--- src/rtl/ods_row_buffer.sv ---
// Row-steering capture column feeding an elastic chain of column stages.
// Words fill NUM_ROWS rows (auto or explicit select); full columns drain through DEPTH-1 stages.
module ods_row_buffer #(
  parameter int IO_DATA_WIDTH = 16,
  parameter int NUM_ROWS      = 3,
  parameter int DEPTH         = 2,
  parameter int ROW_W         = $clog2(NUM_ROWS)
) (
  input  logic                              clk,
  input  logic                              rst_in,
  input  logic                              mode_auto,
  input  logic [ROW_W-1:0]                  sel_row,
  input  logic [IO_DATA_WIDTH-1:0]          in_data,
  input  logic                              in_valid,
  output logic                              in_ready,
  input  logic                              flush,
  output logic [NUM_ROWS*IO_DATA_WIDTH-1:0] out_data,
  output logic                              out_valid,
  input  logic                              out_ready,
  output logic                              sel_err,
  output logic [$clog2(DEPTH+1)-1:0]        occupancy
);

  localparam int OCC_W = $clog2(DEPTH+1);

  typedef logic [NUM_ROWS-1:0][IO_DATA_WIDTH-1:0] col_t;

  col_t                r_cap;
  logic [NUM_ROWS-1:0] r_wr;
  col_t                r_stg [1:DEPTH-1];
  logic [DEPTH-1:1]    r_vld;
  logic                r_sel_err;
  logic [OCC_W-1:0]    r_occ;

  logic                w_cap_full;
  logic                w_bad_sel;
  logic                w_accept;
  logic                w_sink;
  logic                w_flush;
  logic [DEPTH-1:0]    w_go;
  logic [NUM_ROWS-1:0] w_base;
  logic [NUM_ROWS-1:0] w_oh_auto;
  logic [NUM_ROWS-1:0] w_oh_sel;
  logic [NUM_ROWS-1:0] w_wen;
  logic [NUM_ROWS-1:0] w_wr_mid;
  logic [NUM_ROWS-1:0] w_wr_nxt;
  logic [DEPTH-1:1]    w_vld_nxt;
  logic [OCC_W-1:0]    w_occ_nxt;

  assign w_cap_full = &r_wr;
  assign w_bad_sel  = !mode_auto && (32'(sel_row) >= 32'(NUM_ROWS));

  // A stage moves when any hole exists downstream of it or the output drains;
  // w_go[0] is the capture column advancing into stage 1.
  always_comb begin
    w_go   = '0;
    w_sink = out_ready;
    for (int k = DEPTH-1; k >= 1; k--) begin
      w_go[k] = r_vld[k] && w_sink;
      w_sink  = w_sink || !r_vld[k];
    end
    w_go[0] = w_cap_full && w_sink;
  end

  assign in_ready = !rst_in && !w_bad_sel && (!w_cap_full || w_go[0]);
  assign w_accept = in_valid && in_ready;

  // Written bits as seen by this cycle's write: a departing column frees all rows.
  assign w_base    = w_go[0] ? '0 : r_wr;
  assign w_oh_auto = ~w_base & (w_base + NUM_ROWS'(1));

  always_comb begin
    w_oh_sel = '0;
    for (int r = 0; r < NUM_ROWS; r++) w_oh_sel[r] = (sel_row == ROW_W'(r));
  end

  assign w_wen    = w_accept ? (mode_auto ? w_oh_auto : w_oh_sel) : '0;
  assign w_wr_mid = w_base | w_wen;
  assign w_flush  = flush && !w_cap_full && (|w_wr_mid);
  assign w_wr_nxt = w_flush ? '1 : w_wr_mid;

  always_comb begin
    w_vld_nxt = '0;
    w_occ_nxt = OCC_W'(&w_wr_nxt);
    for (int k = 1; k < DEPTH; k++) begin
      w_vld_nxt[k] = (r_vld[k] && !w_go[k]) || w_go[k-1];
      w_occ_nxt    = w_occ_nxt + OCC_W'(w_vld_nxt[k]);
    end
  end

  always_ff @(posedge clk) begin
    if (rst_in) begin
      r_cap     <= '0;
      r_wr      <= '0;
      r_vld     <= '0;
      r_sel_err <= 1'b0;
      r_occ     <= '0;
      for (int k = 1; k < DEPTH; k++) r_stg[k] <= '0;
    end else begin
      r_wr      <= w_wr_nxt;
      r_vld     <= w_vld_nxt;
      r_sel_err <= in_valid && w_bad_sel;
      r_occ     <= w_occ_nxt;
      // Flush pads never-written rows with zero; written rows keep their word.
      for (int r = 0; r < NUM_ROWS; r++) begin
        if (w_wen[r])                      r_cap[r] <= in_data;
        else if (w_flush && !w_wr_mid[r])  r_cap[r] <= '0;
      end
      if (w_go[0]) r_stg[1] <= r_cap;
      for (int k = 2; k < DEPTH; k++) begin
        if (w_go[k-1]) r_stg[k] <= r_stg[k-1];
      end
    end
  end

  assign out_data  = r_stg[DEPTH-1];
  assign out_valid = r_vld[DEPTH-1];
  assign sel_err   = r_sel_err;
  assign occupancy = r_occ;

endmodule

--- config.mk ---
export PLATFORM = sky130hd
export DESIGN_NAME = ods_row_buffer
export DESIGN_NICKNAME = d
export VERILOG_FILES = /design/src/rtl/ods_row_buffer.sv
export SDC_FILE = /design/constraint.sdc
export NUM_CORES = 1
export LEC_CHECK = 0
export ABC_AREA = 1
export CORE_MARGIN = 2
export CORE_UTILIZATION = 25
export DETAILED_ROUTE_END_ITERATION = 7
export HOLD_SLACK_MARGIN = 0.15
export SYNTH_ARGS = -nofsm -noshare
export SYNTH_HDL_FRONTEND = slang
export SYNTH_SLANG_ARGS = --single-unit
--- constraint.sdc ---
create_clock -name clk -period 2.1 [get_ports clk]
set_input_delay 0.42 -clock clk [delete_from_list [all_inputs] [get_ports clk]]
set_output_delay 0.42 -clock clk [all_outputs]
set_load 0.02 [all_outputs]
# == Word level (Yosys, flattened, before mapping) ==
# Memory sizes are Yosys's and may differ from the RTL's.
# Index checks and enable logic that the tools add are counted.
# op_classes
reduce_logical,32
n_bitwise,4
add_sub_neg,2
eq_ne,2
n_mux,16
n_lt_le_gt_ge,1
# op_table
operator,n
2-to-1 mux 16 bit,6
2-to-1 mux 48 bit,1
logical AND 1 bit,13
2-to-1 mux 3 bit,4
logical NOT 1 bit,9
AND reduction 3 bit,2
nonzero test 2 bit,3
2-to-1 mux 1 bit,5
adder 3 x 1 -> 3 bit (second input constant),1
AND 3 bit,1
logical OR 1 bit,3
inverter 3 bit,1
bitwise OR 3 bit,1
OR reduction 3 bit,1
adder 1 x 1 -> 2 bit,1
equality test 2 x 1 -> 1 bit (second input constant),1
equality test 2 bit (second input constant),1
greater-or-equal comparator 2 bit (second input constant),1
logical NOT 2 bit,1
bitwise OR 1 bit,1
# totals
ram_bits,48
elab_cells,65
register_bits,55
out_inout_bits,53
inputBits,24
mem_count,1
# mem_list
memory,depth,width,read_ports,rd_ports_with_merged_regs,wr,line,text
r_stg,1,48,1,0,1,30,col_t r_stg [1:DEPTH-1];

# == Depth between registers and ports, before layout ==
# Gate-level depths: netlist of run 1.
# depth
word_depth,14
depth_mapped,13
mapped_depth_nobuf,13

# == Worst setup path after synthesis of run 1 ==
# OpenSTA, ideal clock, no wires.
# synth_timing
path_kind,input port to flip-flop
startpoint,input port out_ready
endpoint,memory r_stg[1][0] in the netlist's numbering (enable)
setup_ps,406
stages,4
n_path_buf,0
arrival_time_ps,1661
setup_slack_ps,32
t_required_ps,1694
cell_sequence,inv_2 > nand2_1 > nand2_1 > nand2_1
# synth_via
elab_chain_cells,6
# synth_lines
element,line,text
"start, declared",19,"input logic out_ready,"
logical OR 1 bit,60,w_sink = w_sink || !r_vld[k];
logical AND 1 bit,62,w_go[0] = w_cap_full && w_sink;
2-to-1 mux 1 bit,109,if (w_go[0]) r_stg[1] <= r_cap;
2-to-1 mux 1 bit,92,if (rst_in) begin
2-to-1 mux 1 bit (not written as such),109,
bitwise OR 1 bit (no line),--,
"end, declared",30,
# No other way between the ends.

# == Worst setup path in the final report of run 1 ==
# layout_timing
startpoint,input port out_ready
endpoint,output port in_ready
# layout_via
elab_chain_cells,4
# layout_lines
element,line,text
logical OR 1 bit,60,
logical AND 1 bit,62,
logical OR 1 bit,65,assign in_ready = !rst_in && !w_bad_sel && (!w_cap_full || w_go[0]);
logical AND 1 bit,65,
"end, declared",15,"output logic in_ready,"
# No other way between the ends.

==> results by group, run 1 <==
Global route
  • First-pass GRT wire length: 15900 microns
  • Initial antenna violation count: 0
  • All-Layer GR Usage: 11.3%
  • Largest net degree at the start of global routing: 56
  • GRT overflow: 0
  • Vias in the first global route: 3232

Clock network
  • Longest Clk Path Bufs: 2
  • Post-CTS setup buffers: 0
  • TritonCTS Buffers: 9
  • Reg clk slew, reported paths: 0.07 ns
  • Number of H-tree levels: 3
  • Clock root cell: clkbuf_16
  • Clk sinks: 103
  • Clk Latency, worst-skew pair: 0.36 ns
  • CTS tree: done

Route
  • DRT iter0 DRCs: 263
  • Final wirelength: 9820 microns
  • First drt pass iteration count: 5
  • DRC viols: 0
  • Via density: 4.07
  • Via count: 3031
  • Antenna viol nets, final: 0
  • Avg WL per Cell: 13.2 microns

Die
  • Core Region: 0.0173 sq mm
  • Die footprint: 0.0188 sq mm
  • Die Y: 137 microns
  • DIE WIDTH: 137 microns
  • Starting Density: 25.7%
  • Ports: 77
  • # rows: 48

Setup path
  • Max incr delay on CP: 0.47 ns
  • CP top delay family: buffers and inverters
  • Buf/Inv on CP: 4
  • Worst setup path start: out_ready
  • Crit-path slowest cell: clkdlybuf4s50_1
  • Crit Reg-Reg Startpoint: r_wr[1]
  • Worst Path Arrival: 1.57 ns
  • Critical-path maximum fanout: 3
  • Worst-path cell chain: clkdlybuf4s50_1 > inv_2 > nand2_1 > inv_1 > nand2_2 > and2_1 > clkdlybuf4s15_1
  • CP startpoint kind: input port
  • Critical path class: in2out
  • Data required, critical path: 1.68 ns
  • Crit. End Element: output pin

Placement
  • DP HPWL: 7110 microns
  • I/O Buffers: 76
  • Routability cong.: 0.822

Final layout
  • Antenna fix cells: 0
  • Ratio of cells with drive above 1 in the final layout: 23.7%
  • Nets: 539
  • Most common cell after layout, fill and taps aside: clkdlybuf4s50_1
  • Area growth syn-to-layout: 32.3%
  • Most frequent cells in the layout: clkdlybuf4s50_1, nand2_1, inv_1

STA
  • RSZ-0062 raised after global routing: false
  • Tightest Pin Transition: 0.768 ns
  • Final Cycle Share: 94.7%
  • Tmin final: 1.99 ns
  • Fin. Hold Viols: 0
  • Hold WS: 0.477 ns
  • Relative slew slack: 48.8%
  • Final Skew: 0.00943 ns
  • Slew Viols, Final: 0
  • Final setup violation count: 0
  • Peak Freq: 503 MHz

Power and ir drop
  • LEAKAGE: 1.94 nW
  • Pwr/cell area: 773 mW/mm^2
  • Design Power: 4.54 mW
  • Maximum vdd drop: 368 uV

Yosys
  • Yosys top cell by area: edfxtp_1
  • Mapped Area: 0.00444 sq mm
  • Mapped Nets: 456
  • Post-synthesis sequential area ratio: 57.3%
  • Synth Register Bits: 103
  • Post-synth cell types: 28
  • Number of synthesis warnings: 0
  • Synth Instances: 431
  • Synth top area share: 32.5%
  • Synth top area cells: edfxtp_1, dfxtp_1, nand3_2, a21oi_2, nand2_1
  • Avg Cell Area, Syn: 10.3 sq um

Hold path
  • Hold path startpoint: r_cap[37]
  • Hold Path Class: reg2reg

Flow run
  • Maxcap violations: 0

Run status
  • Status: completed
[cells by family after synthesis]
group	after synthesis	synth area share, %
AOI/OAI and AO/OA	56	8.99
adders and majority gates	1	0.282
buffers and inverters	85	8.40
DFF	103	57.3
and+or+nand+nor	186	25.0
[area by class of cell]
cell class | count | area [sq um]
Fill cell | 1774 | 11400
Timing Repair Buffer | 92 | 931
Clock inverter | 7 | 88.8
Clock buffer | 9 | 225
Multi-Input combinational cell | 243 | 1560
Inverter | 65 | 244
Sequential cell | 103 | 2540
Tap cell | 225 | 282
[sequential cells by signal (all words and copies together), names as in the netlist]
signal / count
r_wr: 3
sel_err: 1
occupancy: 2
out_valid: 1
r_cap: 48
r_stg: 48
[path summary, 6_finish.rpt]
kind                        to  slack [ns]  depth (start not counted)
setup / recovery      in_ready        0.11                          7
hold / removal       r_cap[37]        0.48                          2
setup reg to reg  occupancy[0]        0.31                         12
hold reg to reg      r_cap[37]        0.48                          2
[synthesized netlist by cell type, drive strengths merged]
cell type / n
ha: 1
nor2: 63
and2: 1
dfxtp: 55
nand2: 68
nand3: 53
inv: 64
buf: 9
o21ai: 2
clkbuf: 11
edfxtp: 48
clkinv: 1
a21oi: 53
nor3: 1
o31ai: 1
[power by group]
group	switching [mW]	internal [mW]
registers	0.0349	2.17
logic	0.353	0.233
clock network	0.797	0.949
total	1.18	3.35
[tightest hold or removal path, stage by stage (launching register included)]
cell	delay (ns)
dfxtp_1	0.32
nand3_2	0.07
a21oi_2	0.04
[through the flow]
stage	std cells	instance area (sq um)	setup TNS, ns	utilization [%]	setup slack (ns)
after floorplan	431	4440	0	-	0.0323
after global placement	728	5520	-7.97	31.9	-0.222
after detailed placement	728	5520	-11.08	31.9	-0.275
after CTS	744	5830	0	33.7	0.0334
after global routing	744	5870	0	33.9	0.0233
final	744	5870	0	33.9	0.112
[routing by layer]
layer / GRT usage, % / wire length [microns] / vias to the layer above
met5: 0 / 0 / -
met1: 12.6 / 4090 / 1398
met2: 19.3 / 4860 / 72
met4: 4.18 / 196 / 0
met3: 4.42 / 668 / 14
li1: - / - / 1547
[what timing repair did]
item	CTS	global route
hold buffers	0	0
gates resized for setup	1	12
setup endpoints to repair	1	3
pin swaps	0	3
Power figures use the tool's default switching activity.
==> inputs of run 2 (changes only) <==
--- a/config.mk
+++ b/config.mk
@@ -6,6 +6,7 @@
 export NUM_CORES = 1
 export LEC_CHECK = 0
 export ABC_AREA = 1
+export CORE_ASPECT_RATIO = 0.9
 export CORE_MARGIN = 2
 export CORE_UTILIZATION = 25
 export DETAILED_ROUTE_END_ITERATION = 7
@@ -13,3 +14,4 @@
 export SYNTH_ARGS = -nofsm -noshare
 export SYNTH_HDL_FRONTEND = slang
 export SYNTH_SLANG_ARGS = --single-unit
+export TNS_END_PERCENT = 50
==> constraint.sdc (replaced) <==
create_clock -name clk -period 2.1 [get_ports clk]
set_input_delay 0.42 -clock clk [delete_from_list [all_inputs] [get_ports clk]]
set_output_delay 0.42 -clock clk [all_outputs]
set_load 0.05 [all_outputs]
==> run 2 against run 1 <==
Effect of this change:
- critical path type is now in2reg
- power increased by 2.6%
- sequential cell count unchanged
- maximum frequency is 0.85% lower
- design area grew 0.68%
- final cell count rose by 2.3%
- register-to-register slack worse by 0.09 ns
- sequential share of layout area is 0.31 points lower
- clock skew decreased by 0.0025 ns
- via count grew 4.3%
- non-clock buffer count rose by 2
==> results by group, run 2 (synthesis results as in run 1) <==
Hold path
  • Hold Path Sink: r_cap[25] (was r_cap[37])
  • Hold path startpoint: r_cap[25] (was r_cap[37])
  • Hold Path Class: reg2reg (unchanged)
  • Min-Delay Path Depth: 2 (unchanged)

Global route
  • Vias in the first global route: 3343 (was 3232)
  • Initial antenna violation count: 0 (unchanged)
  • All-Layer GR Usage: 11.1% (was 11.3%)
  • First-pass GRT wire length: 16200 microns (was 15900 microns)
  • Largest net degree at the start of global routing: 56 (unchanged)
  • GRT overflow: 0 (unchanged)

Power and ir drop
  • LEAKAGE: 1.94 nW (about the same)
  • Pwr/cell area: 788 mW/mm^2 (was 773 mW/mm^2)
  • Design Power: 4.66 mW (was 4.54 mW)
  • Maximum vdd drop: 395 uV (was 368 uV)

STA
  • Final WS setup: 0.0954 ns (was 0.112 ns)
  • RSZ-0062 raised after global routing: false (unchanged)
  • Setup tns final: 0 ns (unchanged)
  • Relative slew slack: 50.1% (was 48.8%)
  • Tmin final: 2.00 ns (was 1.99 ns)
  • Final Cycle Share: 95.5% (was 94.7%)
  • Final setup violation count: 0 (unchanged)
  • Final Skew: 0.00694 ns (was 0.00943 ns)
  • Peak Freq: 499 MHz (was 503 MHz)
  • Slew Viols, Final: 0 (unchanged)
  • Tightest Pin Transition: 0.749 ns (was 0.768 ns)
  • Fin. Hold Viols: 0 (unchanged)

Setup path
  • Worst Path Arrival: 2.21 ns (was 1.57 ns)
  • Critical-path maximum fanout: 5 (was 3)
  • CP startpoint kind: input port (unchanged)
  • Data required, critical path: 2.31 ns (was 1.68 ns)
  • Critical path class: in2reg (was in2out)
  • Crit Reg-Reg Startpoint: r_wr[0] (was r_wr[1])
  • Flop-to-flop setup slack: 0.22 ns (was 0.31 ns)
  • FF-to-FF End: occupancy[0] (unchanged)
  • Reg2Reg Depth: 12 (unchanged)
  • Crit. End Element: register (was output pin)

Placement
  • Setup WS pre-CTS: -0.287 ns (was -0.275 ns)
  • I/O Buffers: 76 (unchanged)
  • Routability cong.: 0.869 (was 0.822)
  • Placed Cells: 745 (was 728)
  • DP HPWL: 7230 microns (was 7110 microns)

Route
  • Antenna viol nets, final: 0 (unchanged)
  • Via count: 3162 (was 3031)
  • DRC viols: 0 (unchanged)
  • Via density: 4.16 (was 4.07)
  • Final wirelength: 9920 microns (was 9820 microns)
  • First drt pass iteration count: 4 (was 5)
  • DRT iter0 DRCs: 146 (was 263)
  • Avg WL per Cell: 13.0 microns (was 13.2 microns)

Die
  • Ports: 77 (unchanged)
  • # rows: 46 (was 48)
  • Die footprint: 0.0188 sq mm (about the same)
  • Die Y: 130 microns (was 137 microns)
  • Core Region: 0.0175 sq mm (was 0.0173 sq mm)
  • DIE WIDTH: 144 microns (was 137 microns)
  • Starting Density: 25.4% (was 25.7%)

Final layout
  • Fillers: 1810 (was 1774)
  • Most common cell after layout, fill and taps aside: clkdlybuf4s50_1 (unchanged)
  • Area occupied by multi-input gates: 0.00154 sq mm (was 0.00156 sq mm)
  • Most frequent cells in the layout: clkdlybuf4s50_1, nand2_1, inv_1 (unchanged)
  • Reg area: 0.00254 sq mm (about the same)
  • Ratio of cells with drive above 1 in the final layout: 23.4% (was 23.7%)
  • Largest registers: r_cap x48, r_stg x48, r_wr x3 (unchanged)
  • Antenna fix cells: 0 (unchanged)
  • Nets: 541 (was 539)
  • Area growth syn-to-layout: 33.2% (was 32.3%)
  • Non-Filler Instances: 761 (was 744)

Clock network
  • Clk sinks: 103 (unchanged)
  • Longest Clk Path Bufs: 2 (unchanged)
  • Post-CTS setup buffers: 0 (unchanged)
  • Number of H-tree levels: 3 (unchanged)
  • CTS tree: done (unchanged)
  • Clk Latency, worst-skew pair: 0.35 ns (was 0.36 ns)
  • Clock root cell: clkbuf_16 (unchanged)
  • Reg clk slew, reported paths: 0.07 ns (about the same)
  • Hold bufs inserted after CTS: 0 (unchanged)
  • TritonCTS Buffers: 9 (unchanged)

Flow run
  • Maxcap violations: 0 (unchanged)

Run status
  • Status: completed (unchanged)
[run 2: changes by cell type in the layout (fill, tap and decap cells not counted), sizes merged]
cell           delta
clkdlybuf4s15     -1
inv               -1
dlymetal6s2s      -1
clkinvlp          +2
buf               +3
clkdlybuf4s50     +1
clkinv            -1
[run 2: cell type report]
class	instances	area share [%]
tap	240	5.08
sequential	103	43.0
clock inverter	7	1.55
clock buffer	9	3.81
timing repair buffer	94	16.3
multi-input combinational	243	26.1
inverter	65	4.13
[run 2: worst max path at each step]
stage	start	to	slack, ns	depth (start not counted)
6_report	out_ready	occupancy[0]	0.1	11
5_1_grt	out_ready	occupancy[0]	0.01	11
4_1_cts	out_ready	occupancy[0]	0.07	11
3_5_place_dp	out_ready	occupancy[0]	-0.29	11
3_3_place_gp	out_ready	occupancy[0]	-0.23	11
2_1_floorplan	out_valid	occupancy[0]	0.01	12
[run 2: worst max-delay path, stage by stage]
cell	delay, ns
clkdlybuf4s50_1	0.41
inv_2	0.05
nand2_1	0.07
nand2_1	0.15
inv_2	0.08
nor2_1	0.29
nor2_8	0.10
o31ai_1	0.28
ha_1	0.27
inv_1	0.05
nor2_1	0.03
[run 2: repair_timing]
| item | in CTS | in global routing |
|---|---|---|
| gates resized for setup | 0 | 6 |
| hold endpoints to repair | 0 | 0 |
| setup endpoints to repair | 0 | 1 |
[run 2: per-stage QoR]
stage,hold slack [ns],utilization [%],instance area (sq um)
4_1_cts,0.477,33.7,5890
6_report,0.473,33.8,5910
3_3_place_gp,0.466,31.9,5580
5_1_grt,0.490,33.8,5910
2_1_floorplan,0.451,-,4440
3_5_place_dp,0.465,31.9,5580
[run 2: metal layers]
metal  up-vias  share of wire (%)  track usage, %
met5         -                  0               0
met2        86                 49            19.0
met1      1505                 42            12.9
met3        13                7.2            3.97
li1       1558                  -               -
met4         0                1.3            3.77
[run 2: report_power, final]
group          switching [mW]  total [mW]  internal, mW  leakage (nW)
registers              0.0367        2.21          2.17         0.944
clock network           0.795        1.75         0.951         0.144
logic                   0.460       0.704         0.244         0.849
==> inputs of run 3 (changes only) <==
==> constraint.sdc (replaced) <==
create_clock -name clk -period 2.2 [get_ports clk]
set_input_delay 0.44 -clock clk [delete_from_list [all_inputs] [get_ports clk]]
set_output_delay 0.44 -clock clk [all_outputs]
set_load 0.05 [all_outputs]
==> run 3 against run 2 <==
Effect of this change:
- worst setup slack improved by 0.090 ns
- register-to-register slack improved by 0.07 ns
- die area unchanged
- count of clock-buffer cells in the layout unchanged
- via count decreased by 2.3%
- power decreased by 3.5%
- sequential power decreased by 5%
- largest power group unchanged
==> results by group, run 3 (synthesis results as in run 1) <==
Run status
  • Status: completed (unchanged)

Final layout
  • Most common cell after layout, fill and taps aside: clkdlybuf4s50_1 (unchanged)
  • Non-Filler Instances: 759 (was 761)
  • Nets: 539 (was 541)
  • Antenna fix cells: 0 (unchanged)
  • Most frequent cells in the layout: clkdlybuf4s50_1, nand2_1, inv_1 (unchanged)
  • Area growth syn-to-layout: 32.4% (was 33.2%)
  • Ratio of cells with drive above 1 in the final layout: 22.5% (was 23.4%)
  • Largest registers: r_cap x48, r_stg x48, r_wr x3 (unchanged)

Clock network
  • Clk sinks: 103 (unchanged)
  • CTS tree: done (unchanged)
  • TritonCTS Buffers: 9 (unchanged)
  • Hold bufs inserted after CTS: 0 (unchanged)
  • Number of H-tree levels: 3 (unchanged)
  • Longest Clk Path Bufs: 2 (unchanged)
  • Post-cts resize count: 0 (unchanged)
  • Post-CTS setup buffers: 0 (unchanged)
  • Clk Latency, worst-skew pair: 0.35 ns (about the same)
  • Reg clk slew, reported paths: 0.07 ns (about the same)
  • Clock root cell: clkbuf_16 (unchanged)

Die
  • Die footprint: 0.0188 sq mm (unchanged)
  • Core Region: 0.0175 sq mm (unchanged)
  • Starting Density: 25.4% (unchanged)
  • Die Y: 130 microns (unchanged)
  • Ports: 77 (unchanged)
  • DIE WIDTH: 144 microns (unchanged)
  • # rows: 46 (unchanged)

STA
  • RSZ-0062 raised after global routing: false (unchanged)
  • Final WS setup: 0.185 ns (was 0.0954 ns)
  • Relative slew slack: 50.3% (was 50.1%)
  • Peak Freq: 496 MHz
  • Tightest Pin Transition: 0.745 ns (was 0.749 ns)
  • Fin. Hold Viols: 0 (unchanged)
  • Final Cycle Share: 91.6%
  • Final Skew: 0.00657 ns (was 0.00694 ns)
  • Final setup violation count: 0 (unchanged)
  • Setup tns final: 0 ns (unchanged)
  • Hold WS: 0.477 ns (was 0.473 ns)
  • Tmin final: 2.01 ns
  • Slew Viols, Final: 0 (unchanged)

Route
  • Avg WL per Cell: 12.7 microns (was 13.0 microns)
  • DRT iter0 DRCs: 117 (was 146)
  • Met3 routed WL: 688 microns (was 717 microns)
  • Final wirelength: 9620 microns (was 9920 microns)
  • WL met1: 4140 microns (was 4190 microns)
  • Metal2 WL: 4630 microns (was 4880 microns)
  • Antenna viol nets, final: 0 (unchanged)
  • Via density: 4.07 (was 4.16)
  • First drt pass iteration count: 4 (unchanged)
  • Highest routed layer: met4 (unchanged)
  • DRC viols: 0 (unchanged)
  • Via count: 3089 (was 3162)

Setup path
  • CP startpoint kind: input port (unchanged)
  • Crit. End Element: register (unchanged)
  • Crit Reg-Reg Startpoint: r_wr[0] (unchanged)
  • Critical path class: in2reg (unchanged)
  • Data required, critical path: 2.40 ns (was 2.31 ns)
  • Critical-path maximum fanout: 6 (was 5)
  • Flop-to-flop setup slack: 0.29 ns (was 0.22 ns)
  • Reg2Reg Depth: 12 (unchanged)
  • Worst Path Arrival: 2.22 ns (was 2.21 ns)
  • FF-to-FF End: occupancy[0] (unchanged)

Placement
  • Setup WS pre-CTS: -0.181 ns (was -0.287 ns)
  • Routability cong.: 0.872 (was 0.869)
  • DP HPWL: 7050 microns (was 7230 microns)
  • Placed Cells: 743 (was 745)
  • I/O Buffers: 76 (unchanged)

Power and ir drop
  • Maximum vdd drop: 422 uV (was 395 uV)
  • Pwr/cell area: 765 mW/mm^2 (was 788 mW/mm^2)
  • LEAKAGE: 1.92 nW (was 1.94 nW)
  • Design Power: 4.49 mW (was 4.66 mW)

Hold path
  • Hold path startpoint: r_cap[39] (was r_cap[25])
  • Hold Path Class: reg2reg (unchanged)
  • Min-Delay Path Depth: 2 (unchanged)
  • Hold Path Sink: r_cap[39] (was r_cap[25])

Global route
  • Initial antenna violation count: 0 (unchanged)
  • All-Layer GR Usage: 10.9% (was 11.1%)
  • First-pass GRT wire length: 15800 microns (was 16200 microns)
  • Largest net degree at the start of global routing: 56 (unchanged)
  • Vias in the first global route: 3206 (was 3343)
  • GRT overflow: 0 (unchanged)

Flow run
  • Maxcap violations: 0 (unchanged)
==> run 3: worst max path at each step <==
stage | slack [ns] | from | cells past startpoint | endpoint
CTS | 0.19 | r_stg[1][20] | 1 | out_data[20]
floorplan | 0.11 | out_valid | 12 | occupancy[0]
detailed placement | -0.18 | mode_auto | 12 | occupancy[0]
finish | 0.19 | mode_auto | 12 | occupancy[0]
global route | 0.04 | mode_auto | 12 | occupancy[0]
global placement | -0.15 | out_ready | 11 | occupancy[0]
==> run 3: worst max-delay path: stages <==
cell and delay (ns):
clkdlybuf4s50_1 0.49, nand2_1 0.10, clkinv_1 0.08, a21oi_2 0.25
nor2_8 0.08, nor2_8 0.16, nand3_1 0.10, nand2_1 0.09
o31ai_1 0.08, ha_1 0.27, inv_1 0.05, nor2_1 0.03
==> run 3: cell type report <==
type / count / area, sq um
fillers: 1814 / 11600
repair buffers: 92 / 936
flip-flops and latches: 103 / 2540
clock buffers: 9 / 225
clock inverters: 7 / 101
multi-input cells: 243 / 1530
inverters: 65 / 244
well taps: 240 / 300
==> run 3: routing by layer <==
| metal | track usage [%] | up-vias |
|---|---|---|
| li1 | - | 1549 |
| met1 | 13.0 | 1457 |
| met2 | 18.3 | 70 |
| met3 | 3.79 | 13 |
| met4 | 3.94 | 0 |
| met5 | 0 | - |
==> run 3: through the flow <==
| step | cell area, sq um | utilization, % |
|---|---|---|
| finish | 5870 | 33.6 |
| CTS | 5870 | 33.6 |
| floorplan | 4440 | - |
| detailed placement | 5550 | 31.7 |
| global route | 5870 | 33.6 |
| global placement | 5550 | 31.7 |
==> run 3: power by group <==
part           total (mW)  switching (mW)  internal (mW)
Sequential           2.11          0.0344           2.07
Combinational       0.648           0.428          0.220
Clock                1.74           0.729           1.01
